<file path="src/rtl/cp_intr_pkg.sv">
// ============================================================================
//  cp_intr_pkg
//  Shared constants for the crypto-processor interrupt controller:
//  register byte offsets and COAL_CFG field positions.
//  Rev 1.0 - initial release
// ============================================================================
`default_nettype none

package cp_intr_pkg;

    // Register byte offsets (word aligned)
    localparam int OFS_ENABLE  = 'h00;
    localparam int OFS_PENDING = 'h04;
    localparam int OFS_GLOBAL  = 'h08;
    localparam int OFS_RAW     = 'h0C;
    localparam int OFS_EDGE    = 'h10;
    localparam int OFS_SWSET   = 'h14;
    localparam int OFS_COAL    = 'h18;

    // COAL_CFG field positions
    localparam int COAL_THRESH_LSB = 0;
    localparam int COAL_THRESH_MSB = 7;
    localparam int COAL_TMO_LSB    = 16;
    localparam int COAL_TMO_MSB    = 31;

    // Writable bits of COAL_CFG and its reset value (THRESH = 1, TIMEOUT = 0)
    localparam logic [31:0] COAL_WR_MASK = 32'hFFFF_00FF;
    localparam logic [31:0] COAL_RST     = 32'h0000_0001;

endpackage

`default_nettype wire

</file>
<file path="src/rtl/cp_intr_ctrl_if.sv">
// ============================================================================
//  cp_intr_ctrl_if
//  APB slave bus bundle for the interrupt controller. The block select is
//  already decoded by the top, so only the low address bits matter here.
//  Rev 1.0 - initial release
// ============================================================================
`default_nettype none

interface cp_intr_ctrl_if;

    logic        iPsel;
    logic        iPenable;
    logic        iPwrite;
    logic [15:0] iPaddr;
    logic [31:0] iPwdata;
    logic [31:0] oPrdata;

    modport master (
        output iPsel, iPenable, iPwrite, iPaddr, iPwdata,
        input  oPrdata
    );

    modport slave (
        input  iPsel, iPenable, iPwrite, iPaddr, iPwdata,
        output oPrdata
    );

endinterface

`default_nettype wire

</file>
<file path="src/rtl/cp_intr_ctrl_coalesce.sv">
// ============================================================================
//  cp_intr_coalesce
//  Event coalescing stage: counts new enabled events and the time spent with
//  an enabled interrupt pending, and releases the interrupt once either the
//  event threshold or the timeout is reached. Only built when
//  CP_INTR_COALESCE_EN is defined.
//  Rev 1.0 - initial release
// ============================================================================
`default_nettype none

module cp_intr_coalesce (
    input  wire logic        iClk,
    input  wire logic        iRsn,
    input  wire logic        active,    // some enabled bit is pending
    input  wire logic        new_evt,   // a new enabled bit arrives this cycle
    input  wire logic [7:0]  thresh,
    input  wire logic [15:0] timeout,
    output logic             coal_rel   // interrupt may be presented
);

    logic [7:0]  evt_cnt;
    logic [15:0] tmo_cnt;
    logic        rel_q;
    logic [7:0]  thr_eff;
    logic [7:0]  evt_base;
    logic        rel_cond;

    // A threshold of 0 would release with no events; treat it as 1.
    assign thr_eff  = (thresh == 8'd0) ? 8'd1 : thresh;
    assign rel_cond = (evt_cnt >= thr_eff) ||
                      ((timeout != 16'd0) && (tmo_cnt == timeout - 16'd1));
    assign coal_rel = rel_q | rel_cond;

    // An idle controller starts counting from zero so the arriving event counts.
    assign evt_base = active ? evt_cnt : 8'd0;

    // Counters and release flag; everything collapses once nothing enabled is pending.
    always_ff @(posedge iClk or negedge iRsn) begin
        if (!iRsn) begin
            evt_cnt <= 8'd0;
            tmo_cnt <= 16'd0;
            rel_q   <= 1'b0;
        end else begin
            evt_cnt <= (new_evt && evt_base != 8'hFF) ? evt_base + 8'd1 : evt_base;
            rel_q   <= active & (rel_q | rel_cond);
            if (!active)
                tmo_cnt <= 16'd0;
            else if (!coal_rel)
                tmo_cnt <= tmo_cnt + 16'd1;
        end
    end

endmodule

`default_nettype wire

</file>
<file path="src/rtl/cp_intr_ctrl.sv">
// ============================================================================
//  cp_intr_ctrl
//  APB interrupt controller: per-source enable, edge/level mode, sticky W1C
//  pending and W1S software set, a global enable, and one registered
//  interrupt output. Optional coalescing under macro CP_INTR_COALESCE_EN.
//  Rev 1.0 - initial release
// ============================================================================
`default_nettype none

module cp_intr_ctrl
    import cp_intr_pkg::*;
#(
    parameter int NUM_SRC       = 4,
    parameter int ADDR_W        = 8,
    parameter int RST_EDGE_MODE = 0
) (
    input  wire logic               iClk,
    input  wire logic               iRsn,
    cp_intr_ctrl_if.slave           apb,
    input  wire logic [NUM_SRC-1:0] iIntSrc,
    output logic                    oInt
);

    localparam logic [NUM_SRC-1:0] EDGE_RST = (RST_EDGE_MODE != 0) ? {NUM_SRC{1'b1}} : '0;

    logic [NUM_SRC-1:0] enable;
    logic [NUM_SRC-1:0] pending;
    logic [NUM_SRC-1:0] edge_mode;
    logic [NUM_SRC-1:0] src_d;
    logic               global_en;

    logic [ADDR_W-1:0]  ofs;
    logic               wr_en;
    logic               rd_setup;
    logic [NUM_SRC-1:0] wdata;
    logic [NUM_SRC-1:0] set_vec;
    logic [NUM_SRC-1:0] w1c_mask;
    logic [NUM_SRC-1:0] swset_mask;
    logic               active;
    logic               irq_gate;
    logic [31:0]        rd_mux;

    assign ofs      = {apb.iPaddr[ADDR_W-1:2], 2'b00};
    assign wr_en    = apb.iPsel &  apb.iPenable &  apb.iPwrite;
    assign rd_setup = apb.iPsel & ~apb.iPenable & ~apb.iPwrite;
    assign wdata    = apb.iPwdata[NUM_SRC-1:0];

    // Edge-mode bits only fire on a 0->1 transition; level-mode bits fire while high.
    assign set_vec    = iIntSrc & ~(edge_mode & src_d);
    assign w1c_mask   = (wr_en && ofs == ADDR_W'(OFS_PENDING)) ? wdata : '0;
    assign swset_mask = (wr_en && ofs == ADDR_W'(OFS_SWSET))   ? wdata : '0;
    assign active     = |(pending & enable);

`ifdef CP_INTR_COALESCE_EN
    logic [31:0] coal_cfg;
    logic        new_evt;
    logic        coal_rel;

    assign new_evt = |((set_vec | swset_mask) & enable & ~pending);

    // Coalescing configuration register.
    always_ff @(posedge iClk or negedge iRsn) begin
        if (!iRsn)
            coal_cfg <= COAL_RST;
        else if (wr_en && ofs == ADDR_W'(OFS_COAL))
            coal_cfg <= apb.iPwdata & COAL_WR_MASK;
    end

    cp_intr_coalesce u_coalesce (
        .iClk     (iClk),
        .iRsn     (iRsn),
        .active   (active),
        .new_evt  (new_evt),
        .thresh   (coal_cfg[COAL_THRESH_MSB:COAL_THRESH_LSB]),
        .timeout  (coal_cfg[COAL_TMO_MSB:COAL_TMO_LSB]),
        .coal_rel (coal_rel)
    );

    assign irq_gate = coal_rel;
`else
    assign irq_gate = 1'b1;
`endif

    // Read data selection; unmapped offsets and SWSET read as zero.
    always_comb begin
        rd_mux = 32'd0;
        if (ofs == ADDR_W'(OFS_ENABLE))  rd_mux = 32'(enable);
        if (ofs == ADDR_W'(OFS_PENDING)) rd_mux = 32'(pending);
        if (ofs == ADDR_W'(OFS_GLOBAL))  rd_mux = {31'd0, global_en};
        if (ofs == ADDR_W'(OFS_RAW))     rd_mux = 32'(src_d);
        if (ofs == ADDR_W'(OFS_EDGE))    rd_mux = 32'(edge_mode);
`ifdef CP_INTR_COALESCE_EN
        if (ofs == ADDR_W'(OFS_COAL))    rd_mux = coal_cfg;
`endif
    end

    // Configuration registers written by APB.
    always_ff @(posedge iClk or negedge iRsn) begin
        if (!iRsn) begin
            enable    <= '0;
            global_en <= 1'b0;
            edge_mode <= EDGE_RST;
        end else if (wr_en) begin
            if (ofs == ADDR_W'(OFS_ENABLE)) enable    <= wdata;
            if (ofs == ADDR_W'(OFS_GLOBAL)) global_en <= apb.iPwdata[0];
            if (ofs == ADDR_W'(OFS_EDGE))   edge_mode <= wdata;
        end
    end

    // Source sampling and sticky pending; a new set beats a simultaneous W1C.
    always_ff @(posedge iClk or negedge iRsn) begin
        if (!iRsn) begin
            src_d   <= '0;
            pending <= '0;
        end else begin
            src_d   <= iIntSrc;
            pending <= (pending & ~w1c_mask) | set_vec | swset_mask;
        end
    end

    // Read data is captured in the setup phase so it is stable for the access phase.
    always_ff @(posedge iClk or negedge iRsn) begin
        if (!iRsn)
            apb.oPrdata <= 32'd0;
        else if (rd_setup)
            apb.oPrdata <= rd_mux;
    end

    // Registered interrupt output.
    always_ff @(posedge iClk or negedge iRsn) begin
        if (!iRsn)
            oInt <= 1'b0;
        else
            oInt <= global_en & active & irq_gate;
    end

endmodule

`default_nettype wire

</file>
<file path="src/flat_wrapper.sv">
// flat-port wrapper written by rule: the top's interface ports become plain ports
module cp_intr_ctrl_flat import cp_intr_pkg::*;
#(
    parameter int NUM_SRC       = 4,
    parameter int ADDR_W        = 8,
    parameter int RST_EDGE_MODE = 0
)
  (iClk, iRsn, iIntSrc, oInt, apb_iPsel, apb_iPenable, apb_iPwrite, apb_iPaddr, apb_iPwdata, apb_oPrdata);
  cp_intr_ctrl_if apb_i ();
  input  wire logic iClk;
  input  wire logic iRsn;
  input  wire logic [NUM_SRC-1:0] iIntSrc;
  output logic oInt;
  input wire logic [$bits(apb_i.iPsel)-1:0] apb_iPsel;
  input wire logic [$bits(apb_i.iPenable)-1:0] apb_iPenable;
  input wire logic [$bits(apb_i.iPwrite)-1:0] apb_iPwrite;
  input wire logic [$bits(apb_i.iPaddr)-1:0] apb_iPaddr;
  input wire logic [$bits(apb_i.iPwdata)-1:0] apb_iPwdata;
  output wire logic [$bits(apb_i.oPrdata)-1:0] apb_oPrdata;
  assign apb_i.iPsel = apb_iPsel;
  assign apb_i.iPenable = apb_iPenable;
  assign apb_i.iPwrite = apb_iPwrite;
  assign apb_i.iPaddr = apb_iPaddr;
  assign apb_i.iPwdata = apb_iPwdata;
  assign apb_oPrdata = apb_i.oPrdata;
  cp_intr_ctrl #(.NUM_SRC(NUM_SRC), .ADDR_W(ADDR_W), .RST_EDGE_MODE(RST_EDGE_MODE)) u_core (.iClk(iClk), .iRsn(iRsn), .apb(apb_i), .iIntSrc(iIntSrc), .oInt(oInt));
endmodule
</file>
<file path="config.mk">
export PLATFORM = sky130hd
export DESIGN_NAME = cp_intr_ctrl_flat
export DESIGN_NICKNAME = d
export VERILOG_FILES = /design/src/rtl/cp_intr_pkg.sv /design/src/rtl/cp_intr_ctrl_if.sv /design/src/rtl/cp_intr_ctrl_coalesce.sv /design/src/rtl/cp_intr_ctrl.sv /design/src/flat_wrapper.sv
export SDC_FILE = /design/constraint.sdc
export NUM_CORES = 1
export LEC_CHECK = 0
export CORE_MARGIN = 4
export CORE_UTILIZATION = 38
export DETAILED_ROUTE_END_ITERATION = 12
export GPL_TIMING_DRIVEN = 0
export PLACE_DENSITY = 0.86
export SLEW_MARGIN = 20
export SYNTH_ARGS = -nofsm -noshare
export SYNTH_HDL_FRONTEND = slang
export SYNTH_SLANG_ARGS = --single-unit
</file>
<file path="constraint.sdc">
create_clock -name iClk -period 2.9 [get_ports iClk]
set_input_delay 0.725 -clock iClk [delete_from_list [all_inputs] [get_ports iClk]]
set_output_delay 0.725 -clock iClk [all_outputs]
set_load 0.005 [all_outputs]
</file>
Word level (Yosys, flattened, before mapping)
Cells that the tools add are included.
{"block": "word_totals", "input_bits": 57, "out_inout_bits": 33, "word_cells": 41, "regBits": 50}
{"block": "op_classes", "n_reduce_logical": 7, "eq_ne": 5, "n_bitwise": 15, "mux": 7}
{"op": "$mux W32", "n": 4}
{"op": "$and A4 B4 Y4", "n": 4}
{"op": "$eq A6 B2 Y1 const B", "n": 2}
{"op": "$eq A6 B3 Y1 const B", "n": 2}
{"op": "$mux W4", "n": 3}
{"op": "$logic_not A8 Y1", "n": 1}
{"op": "$not A4 Y4", "n": 2}
{"op": "$or A4 B4 Y4", "n": 2}
{"op": "$eq A6 B1 Y1 const B", "n": 1}
{"op": "$reduce_and A2 Y1", "n": 3}
{"op": "$and A1 B1 Y1", "n": 5}
{"op": "$reduce_or A4 Y1", "n": 1}
{"op": "$logic_and A1 B1 Y1", "n": 2}
{"op": "$not A1 Y1", "n": 2}

Longest topological paths before layout
Gate-level depths: netlist of the first run.
{"block": "depth", "ltp_word": 8, "depth_mapped": 4, "depth_no_buf": 3}

Least setup slack after synthesis of the first run
No wires, ideal clock.
{"block": "synth_path", "path_kind": "input port to flip-flop", "start": "in apb_iPaddr[5]", "end": "reg u_core.enable[0]", "setup_ps": 125, "arrival_ps": 1743, "required_time_ps": 2775, "path_slack_ps": 1032, "path_stages": 3, "path_buffers": 0, "path_cell_list": "nor4_4 and4bb_4 mux2_2"}
{"block": "synth_between", "elab_chain_len": 2}
{"item": "from (decl)", "line_no": "flat_wrapper.sv:17", "text": "input wire logic [$bits(apb_i.iPaddr)-1:0] apb_iPaddr;"}
{"item": "$logic_not A8 Y1", "line_no": "cp_intr_ctrl.sv:104", "text": "if (ofs == ADDR_W'(OFS_ENABLE)) enable <= wdata;"}
{"item": "$reduce_and A2 Y1 (no line)"}
{"item": "to (signal assigned)", "line_no": "cp_intr_ctrl.sv:104"}
{"item": "to (decl)", "line_no": "cp_intr_ctrl.sv:26", "text": "logic [NUM_SRC-1:0] enable;"}
No other way between the ends.
A chain may end at the register's enable or synchronous reset.

Final worst setup path of the first run
{"block": "layout_path", "start": "in apb_iPaddr[5]", "end": "reg u_core.enable[2]"}
Same word-level chain as after synthesis.

==> impl_table.tex, run 1 <==
\begin{tabular}{lr}
\hline
Metric & Value \\
\hline
\multicolumn{2}{l}{\textbf{Run status}} \\
Result of the run & finished clean \\
\multicolumn{2}{l}{\textbf{Floorplanning}} \\
Die Outline Area & about 4400 µm² \\
Overall die width & 66.2 µm \\
Starting Density & 0.409 \\
Floorplan die height & roughly 66 µm \\
Total I/O pin count & 90 \\
Site row count & 20 \\
Floorplan Core Area & 3150 µm² \\
\multicolumn{2}{l}{\textbf{Logic synthesis}} \\
Adder-cell area share of the yosys netlist & 0 \\
Register bit total from synthesis & 22 \\
Share of synthesized area spent on multiplexers & 0.119 \\
Post-Synth XOR/XNOR Area & 0 \\
Main flop type after synthesis & dfrtp\_1 \\
Synth Instances & 110 \\
Synth Area per Inst & 11.7 µm² \\
Total standard cell area after synthesis & between 1000 and 1500 µm² \\
Dominant combinational cell family by area after synthesis & buffers and inverters \\
Area fraction in and, or, nand and nor cells after synthesis & 0.142 \\
Share of the yosys chip area belonging to registers & 0.427 \\
Share of synthesized registers carrying an async set or reset & 1.00 \\
Synth Area in Compound Gates & 0.135 \\
Synth warnings & 0 \\
Number of enable-type register cells in the synthesized netlist & 0 \\
Synth cell types & 29 \\
\multicolumn{2}{l}{\textbf{STA}} \\
Highest attainable clock frequency & around 0.44 GHz \\
Period utilisation layout & 0.785 \\
Hold violation count in the final report & 0 \\
Post-layout worst setup margin & about 620 ps \\
Fin Clk Skew & 1.54 ps \\
Relative slew margins & 0.384 \\
Total count of max-transition violations in the final report & 0 \\
Worst slew pin tran & approximately 920 ps \\
Setup-violating endpoint count in the final report & 0 \\
Final Critical Period & roughly 2300 ps \\
Hold Slack & 513 ps \\
RSZ-0062 raised after global routing & no \\
Setup TNS & 0 ps \\
\multicolumn{2}{l}{\textbf{Critical path}} \\
Data arrival, critical path & roughly 2500 ps \\
Max Fanout on Critical Path & 8 \\
Setup crit end kind & flip-flop \\
Data required time at the worst endpoint & approximately 3100 ps \\
Startpoint-to-endpoint class of the critical path & in2reg \\
Depth of the worst register-to-register path & 3 \\
Critical path startpoint category & input pin \\
\multicolumn{2}{l}{\textbf{Cells and area}} \\
Fraction of the core area covered by cells at the end of the flow & 0.532 \\
Final-layout fill cell count & 312 \\
Area used by multi-input combinational logic & between 600 and 700 µm² \\
Ratio of cells with drive above 1 in the final layout & 0.292 \\
Number of non-filler instances in the completed layout & 205 \\
Number of nets in the final layout & 220 \\
Register area & 551 µm² \\
Antenna Cells & 0 \\
Layout area overhead & 30.2\% \\
\multicolumn{2}{l}{\textbf{Pwr}} \\
Static leakage power & a little under 0.8 nW \\
Peak supply drop & 0.000274 V \\
Power per cell area & $\sim$350 nW/µm² \\
\multicolumn{2}{l}{\textbf{Clock network}} \\
Clock insertion delay at the later pin of the skew report & about 300 ps \\
Sink count of the clock tree & 22 \\
Clock-pin slew on the worst setup and hold paths & 110 ps \\
CTS buffer count & 3 \\
Clock tree from TritonCTS & yes \\
Count of buffers added by post-CTS timing repair for setup & 0 \\
H-tree level count & 1 \\
Clock Path Buffers & 2 \\
CTS resizes & 0 \\
Count of hold buffers inserted by post-cts repair & 0 \\
Root Driver & clkbuf\_4 \\
\multicolumn{2}{l}{\textbf{Routing}} \\
DRT Wirelength & about 2700 µm \\
DRT Pass-1 Iters & 4 \\
Number of DRC violations after detailed-routing iteration 0 & 35 \\
Detail-routed net length per standard cell & roughly 13 µm \\
Number of design rule violations left after detail routing & 0 \\
Average vias per placed instance & 4.74 \\
Total via count after detailed routing & a little under 1,000 \\
Remaining number of nets flagged by the antenna check after routing & 0 \\
\multicolumn{2}{l}{\textbf{Global route}} \\
Overall routing resource usage & 0.128 \\
Pin count of the biggest net entering global routing & 23 \\
Overflow left after global routing & 0 \\
Via count of the first global-routing pass & 984 \\
Global-route wire length before repair & between 4000 and 5000 µm \\
Antenna violations before repair & 0 \\
\multicolumn{2}{l}{\textbf{Placement}} \\
Dpl ws & approximately 320 ps \\
Placed Instances & just over 200 \\
Last weighted congestion value of the routability-driven placer & between 0.8 and 0.9 \\
Number of input and output port buffers inserted & 21 \\
DP Wirelength & roughly 2200 µm \\
\multicolumn{2}{l}{\textbf{Worst hold path}} \\
Hold path cells & 2 \\
Hold WC Path Type & reg2reg \\
\multicolumn{2}{l}{\textbf{Job}} \\
Max\_cap viols & 0 \\
\hline
\end{tabular}
## placed cells by master (no fill, tap or decap), drive strengths merged
cell type	synthesis	layout
buf	30	30
conb	1	28
dfrtp	22	22
clkdlybuf4s50	0	21
mux2	9	9
a21boi	5	5
nand4	4	4
a221o	4	4
a32oi	4	4
clkbuf	1	4
mux2i	3	3
a2bb2oi	3	3
nor4bb	3	3
o21ai	3	3
and3	2	2
a22oi	2	2
nor2	2	2
nor2b	1	1
nor4b	1	1
nor4	1	1
and2	1	1
nor3b	1	1
nand2	1	1
or3b	1	1
nand4b	1	1
nand3	1	1
and4bb	1	1
mux4	1	1
a21oi	1	1
## synthesized netlist by cell type (all sizes together) (2+ instances only)
master   instances  area, µm²
buf             30        220
nor2             2       7.51
and3             2       12.5
mux2             9        101
a32oi            4       35.0
nor4bb           3       30.0
a21boi           5       37.5
a221o            4       40.0
o21ai            3       15.0
a2bb2oi          3       26.3
nand4            4       25.0
dfrtp           22        551
mux2i            3       30.0
a22oi            2       15.0
## final cells by class
cell class	instances	share of cell area
multi-input combinational	84	0.367
sequential	22	0.328
buffer	31	0.133
timing repair buffer	21	0.125
tap	44	0.0328
clock buffer	3	0.0134
## worst paths after layout
check                                       from               endpoint  slack (ps)
max                                apb_iPaddr[5]       u_core.enable[2]         620
min                        u_core.apb.oPrdata[3]  u_core.apb.oPrdata[3]         510
max reg2reg                    u_core.pending[0]  u_core.apb.oPrdata[0]        1630
min reg2reg                u_core.apb.oPrdata[3]  u_core.apb.oPrdata[3]         510
max in group asynchronous                   iRsn  u_core.apb.oPrdata[0]        1410
min in group asynchronous                   iRsn       u_core.enable[2]         930
## metrics by stage
step / power (mW) / instance area, µm²
final: 0.581 / 1680
after global routing: 0.609 / 1680
after CTS: 0.582 / 1680
after detailed placement: 0.452 / 1660
after global placement: 0.449 / 1660
after floorplan: 0.400 / 1390
## critical path, stage by stage
cell and delay (ps):
clkdlybuf4s50_1 500, nor4_4 540, and4bb_4 360, mux2_2 340
## metal layers
metal / share of wire / wire length [µm] / GRT usage / vias up
li1: - / - / - / 462
met1: 0.42 / 1120 / 0.156 / 446
met2: 0.44 / 1180 / 0.203 / 58
met3: 0.13 / 360 / 0.0391 / 6
met4: 0.013 / 34 / 0.0635 / 0
met5: 0 / 0 / 0 / -
## flip-flops by register name, summed over array words and instances (netlist names)
register,count
u_core.apb.oPrdata,4
u_core.edge_mode,4
u_core.enable,4
u_core.src_d,4
u_core.global_en,1
u_core.oInt,1
u_core.pending,4
## power by group
part           switching, mW  leakage [nW]  internal [mW]
logic                 0.0507         0.492         0.0709
clock network         0.0843        0.0138         0.0484
registers            0.00784         0.273          0.319
## logic make-up after synthesis
| kind of cell | Yosys count |
|---|---|
| mux | 13 |
| compound gates | 22 |
| flops | 22 |
| simple gates | 21 |
| buf+inv | 31 |
| other cells | 1 |
Note: power is estimated with default switching activity, not from simulation.
==> inputs of run 2 (changes only) <==
CORE_UTILIZATION = 31   (was 38)
PLACE_DENSITY = 0.75   (was 0.86)
clock period = 2 ns   (was 2.9 ns; I/O delays follow)
==> run 2 against run 1 <==
  * Die area up 20%
  * Total power up 57%
  * Count of clock-buffer cells in the layout unchanged
  * Routed wire length down 2.9%
  * Cell count up 2.9%
  * Critical path depth unchanged
  * Global-route usage down 2.9 points
  * Via count down 4.8%
  * Combinational power up 43%
  * First-iteration DRC count down 37%
  * Sequential cell count unchanged
  * Utilization down 11 points
  * Critical path type unchanged
==> impl_table.tex, run 2 (synthesized netlist as in run 1, its figures left out) <==
\begin{tabular}{lr}
\hline
Metric & Value \\
\hline
\multicolumn{2}{l}{\textbf{Placement}} \\
Dpl ws & -355 ps (was 319 ps) \\
Placed Instances & 208 (was 202) \\
DP Wirelength & 2100 µm (was 2190 µm) \\
Number of input and output port buffers inserted & 21 (unchanged) \\
Placement-stage cell area & 1660 µm² (about the same) \\
Last weighted congestion value of the routability-driven placer & 0.840 (was 0.841) \\
\multicolumn{2}{l}{\textbf{Global route}} \\
Via count of the first global-routing pass & 840 (was 984) \\
Global-route layer with the greatest usage & met2 (unchanged) \\
Met1 GRT Util & 0.135 (was 0.156) \\
Overflow left after global routing & 0 (unchanged) \\
Global Route met2 Usage & 0.148 (was 0.203) \\
Met3 track demand over resource & 0.0319 (was 0.0391) \\
Global-route wire length before repair & 4040 µm (was 4380 µm) \\
Overall routing resource usage & 0.0992 (was 0.128) \\
Antenna violations before repair & 0 (unchanged) \\
Pin count of the biggest net entering global routing & 23 (unchanged) \\
\multicolumn{2}{l}{\textbf{Critical path}} \\
Critical path startpoint category & input pin (unchanged) \\
Data arrival, critical path & 2090 ps (was 2470 ps) \\
Max Fanout on Critical Path & 6 (was 8) \\
Delay of the slowest critical-path stage & 500 ps (was 540 ps) \\
Startpoint-to-endpoint class of the critical path & in2reg (unchanged) \\
Worst-path cell chain & clkdlybuf4s50\_1 > nor4b\_4 > nand3\_1 > mux2\_2 (was clkdlybuf4s50\_1 > nor4\_4 > and4bb\_4 > mux2\_2) \\
Highest-delay cell along the critical path & clkdlybuf4s50\_1 (was nor4\_4) \\
Setup crit end kind & flip-flop (unchanged) \\
Data required time at the worst endpoint & 2150 ps (was 3100 ps) \\
\multicolumn{2}{l}{\textbf{Pwr}} \\
Post-layout total power & 915 µW (was 581 µW) \\
Peak supply drop & 0.000389 V (was 0.000274 V) \\
Power per cell area & 537 nW/µm² (was 346 nW/µm²) \\
Static leakage power & 0.791 nW (was 0.779 nW) \\
\multicolumn{2}{l}{\textbf{Clock network}} \\
Root Driver & clkbuf\_8 (was clkbuf\_4) \\
Clock insertion delay at the later pin of the skew report & 260 ps (was 300 ps) \\
Clock Path Buffers & 2 (unchanged) \\
H-tree level count & 1 (unchanged) \\
Sink count of the clock tree & 22 (unchanged) \\
Clock-pin slew on the worst setup and hold paths & 70 ps (was 110 ps) \\
Clock tree from TritonCTS & yes (unchanged) \\
CTS buffer count & 3 (unchanged) \\
\multicolumn{2}{l}{\textbf{Routing}} \\
Number of DRC violations after detailed-routing iteration 0 & 22 (was 35) \\
DRT Wirelength & 2620 µm (was 2700 µm) \\
Remaining number of nets flagged by the antenna check after routing & 0 (unchanged) \\
DRT Pass-1 Iters & 4 (unchanged) \\
Total via count after detailed routing & 925 (was 972) \\
Number of design rule violations left after detail routing & 0 (unchanged) \\
Average vias per placed instance & 4.38 (was 4.74) \\
Detail-routed net length per standard cell & 12.4 µm (was 13.2 µm) \\
\multicolumn{2}{l}{\textbf{STA}} \\
Final Critical Period & just under 2000 ps \\
Hold violation count in the final report & 0 (unchanged) \\
Total count of max-transition violations in the final report & 0 (unchanged) \\
Highest attainable clock frequency & 0.516 GHz \\
Fin Clk Skew & 1.50 ps (was 1.54 ps) \\
Period utilisation layout & 0.969 \\
Post-layout worst setup margin & 61.8 ps (was 624 ps) \\
RSZ-0062 raised after global routing & no (unchanged) \\
Setup-violating endpoint count in the final report & 0 (unchanged) \\
\multicolumn{2}{l}{\textbf{Floorplanning}} \\
Total I/O pin count & 90 (unchanged) \\
Die Outline Area & 5250 µm² (was 4390 µm²) \\
Floorplan Core Area & 4000 µm² (was 3150 µm²) \\
Site row count & 23 (was 20) \\
Starting Density & 0.322 (was 0.409) \\
Floorplan die height & 72.5 µm (was 66.2 µm) \\
Overall die width & 72.5 µm (was 66.2 µm) \\
\multicolumn{2}{l}{\textbf{Run status}} \\
Result of the run & finished clean (unchanged) \\
\multicolumn{2}{l}{\textbf{Cells and area}} \\
Ratio of cells with drive above 1 in the final layout & 0.311 (was 0.292) \\
Highest-count cells in the layout ignoring fill and taps & 29 x buf\_4, 28 x conb\_1, 22 x dfrtp\_1, 20 x clkdlybuf4s50\_1, 9 x mux2\_2 (was 28 x buf\_4, 28 x conb\_1, 22 x dfrtp\_1, 21 x clkdlybuf4s50\_1, 9 x mux2\_2) \\
Post-layout instance area & 1700 µm² (was 1680 µm²) \\
Number of non-filler instances in the completed layout & 211 (was 205) \\
Commonest non-fill, non-tap cell in the layout & buf\_4 \\
Final-layout fill cell count & 397 (was 312) \\
Layout area overhead & 32.2\% (was 30.2\%) \\
Number of nets in the final layout & 220 (unchanged) \\
Antenna Cells & 0 (unchanged) \\
\multicolumn{2}{l}{\textbf{Worst hold path}} \\
Hold WC Path Type & in2async (was reg2reg) \\
\multicolumn{2}{l}{\textbf{Job}} \\
Max\_cap viols & 0 (unchanged) \\
\hline
\end{tabular}
## run 2: metrics by stage
stage | util | hold slack (ps) | setup TNS (ps)
after floorplan | - | 204 | 0
after global placement | 0.416 | 489 | -2990
after detailed placement | 0.416 | 509 | -3100
after CTS | 0.427 | 525 | 0
after global routing | 0.426 | 224 | 0
final | 0.426 | 190 | 0
## run 2: timing repair
action                                  in CTS  in global routing
resized for setup                            0                  1
hold buffers                                 0                  0
pin swaps                                    1                  0
endpoints found under the setup margin       4                  4
hold endpoints to repair                     0                  0
buffers inserted                             1                  0
## run 2: power by group
group          total, mW  switching, mW  internal (mW)
registers          0.475         0.0119          0.463
clock network      0.266          0.132          0.134
logic              0.174         0.0722          0.102
## run 2: worst paths after layout
path / to / cells past startpoint / start / slack [ps]
max: u_core.edge_mode[3] / 4 / apb_iPaddr[5] / 60
min: u_core.global_en / 1 / iRsn / 190
max reg2reg: u_core.apb.oPrdata[0] / 3 / u_core.pending[0] / 690
min reg2reg: u_core.apb.oPrdata[2] / 2 / u_core.apb.oPrdata[2] / 510
max in group asynchronous: u_core.src_d[2] / 1 / iRsn / 1480
min in group iClk: u_core.apb.oPrdata[2] / 2 / u_core.apb.oPrdata[2] / 510
## run 2: critical path: cells and delay by family
| family | cells | cell delay (ps) |
|---|---|---|
| muxes | 1 | 340 |
| buffers and inverters | 1 | 500 |
| and+or+nand+nor | 2 | 750 |
## run 2: layout make-up
type	count	area, µm²	area share
flip-flops and latches	22	551	0.323
well taps	50	62.6	0.0367
clock buffers	3	41.3	0.0242
repair buffers	22	213	0.125
plain buffers	30	220	0.129
multi-input cells	84	617	0.362
## run 2: metal layers
layer,routed length [µm],up-vias
li1,-,460
met1,1210,425
met2,1130,35
met3,250,5
met4,38,0
met5,0,-
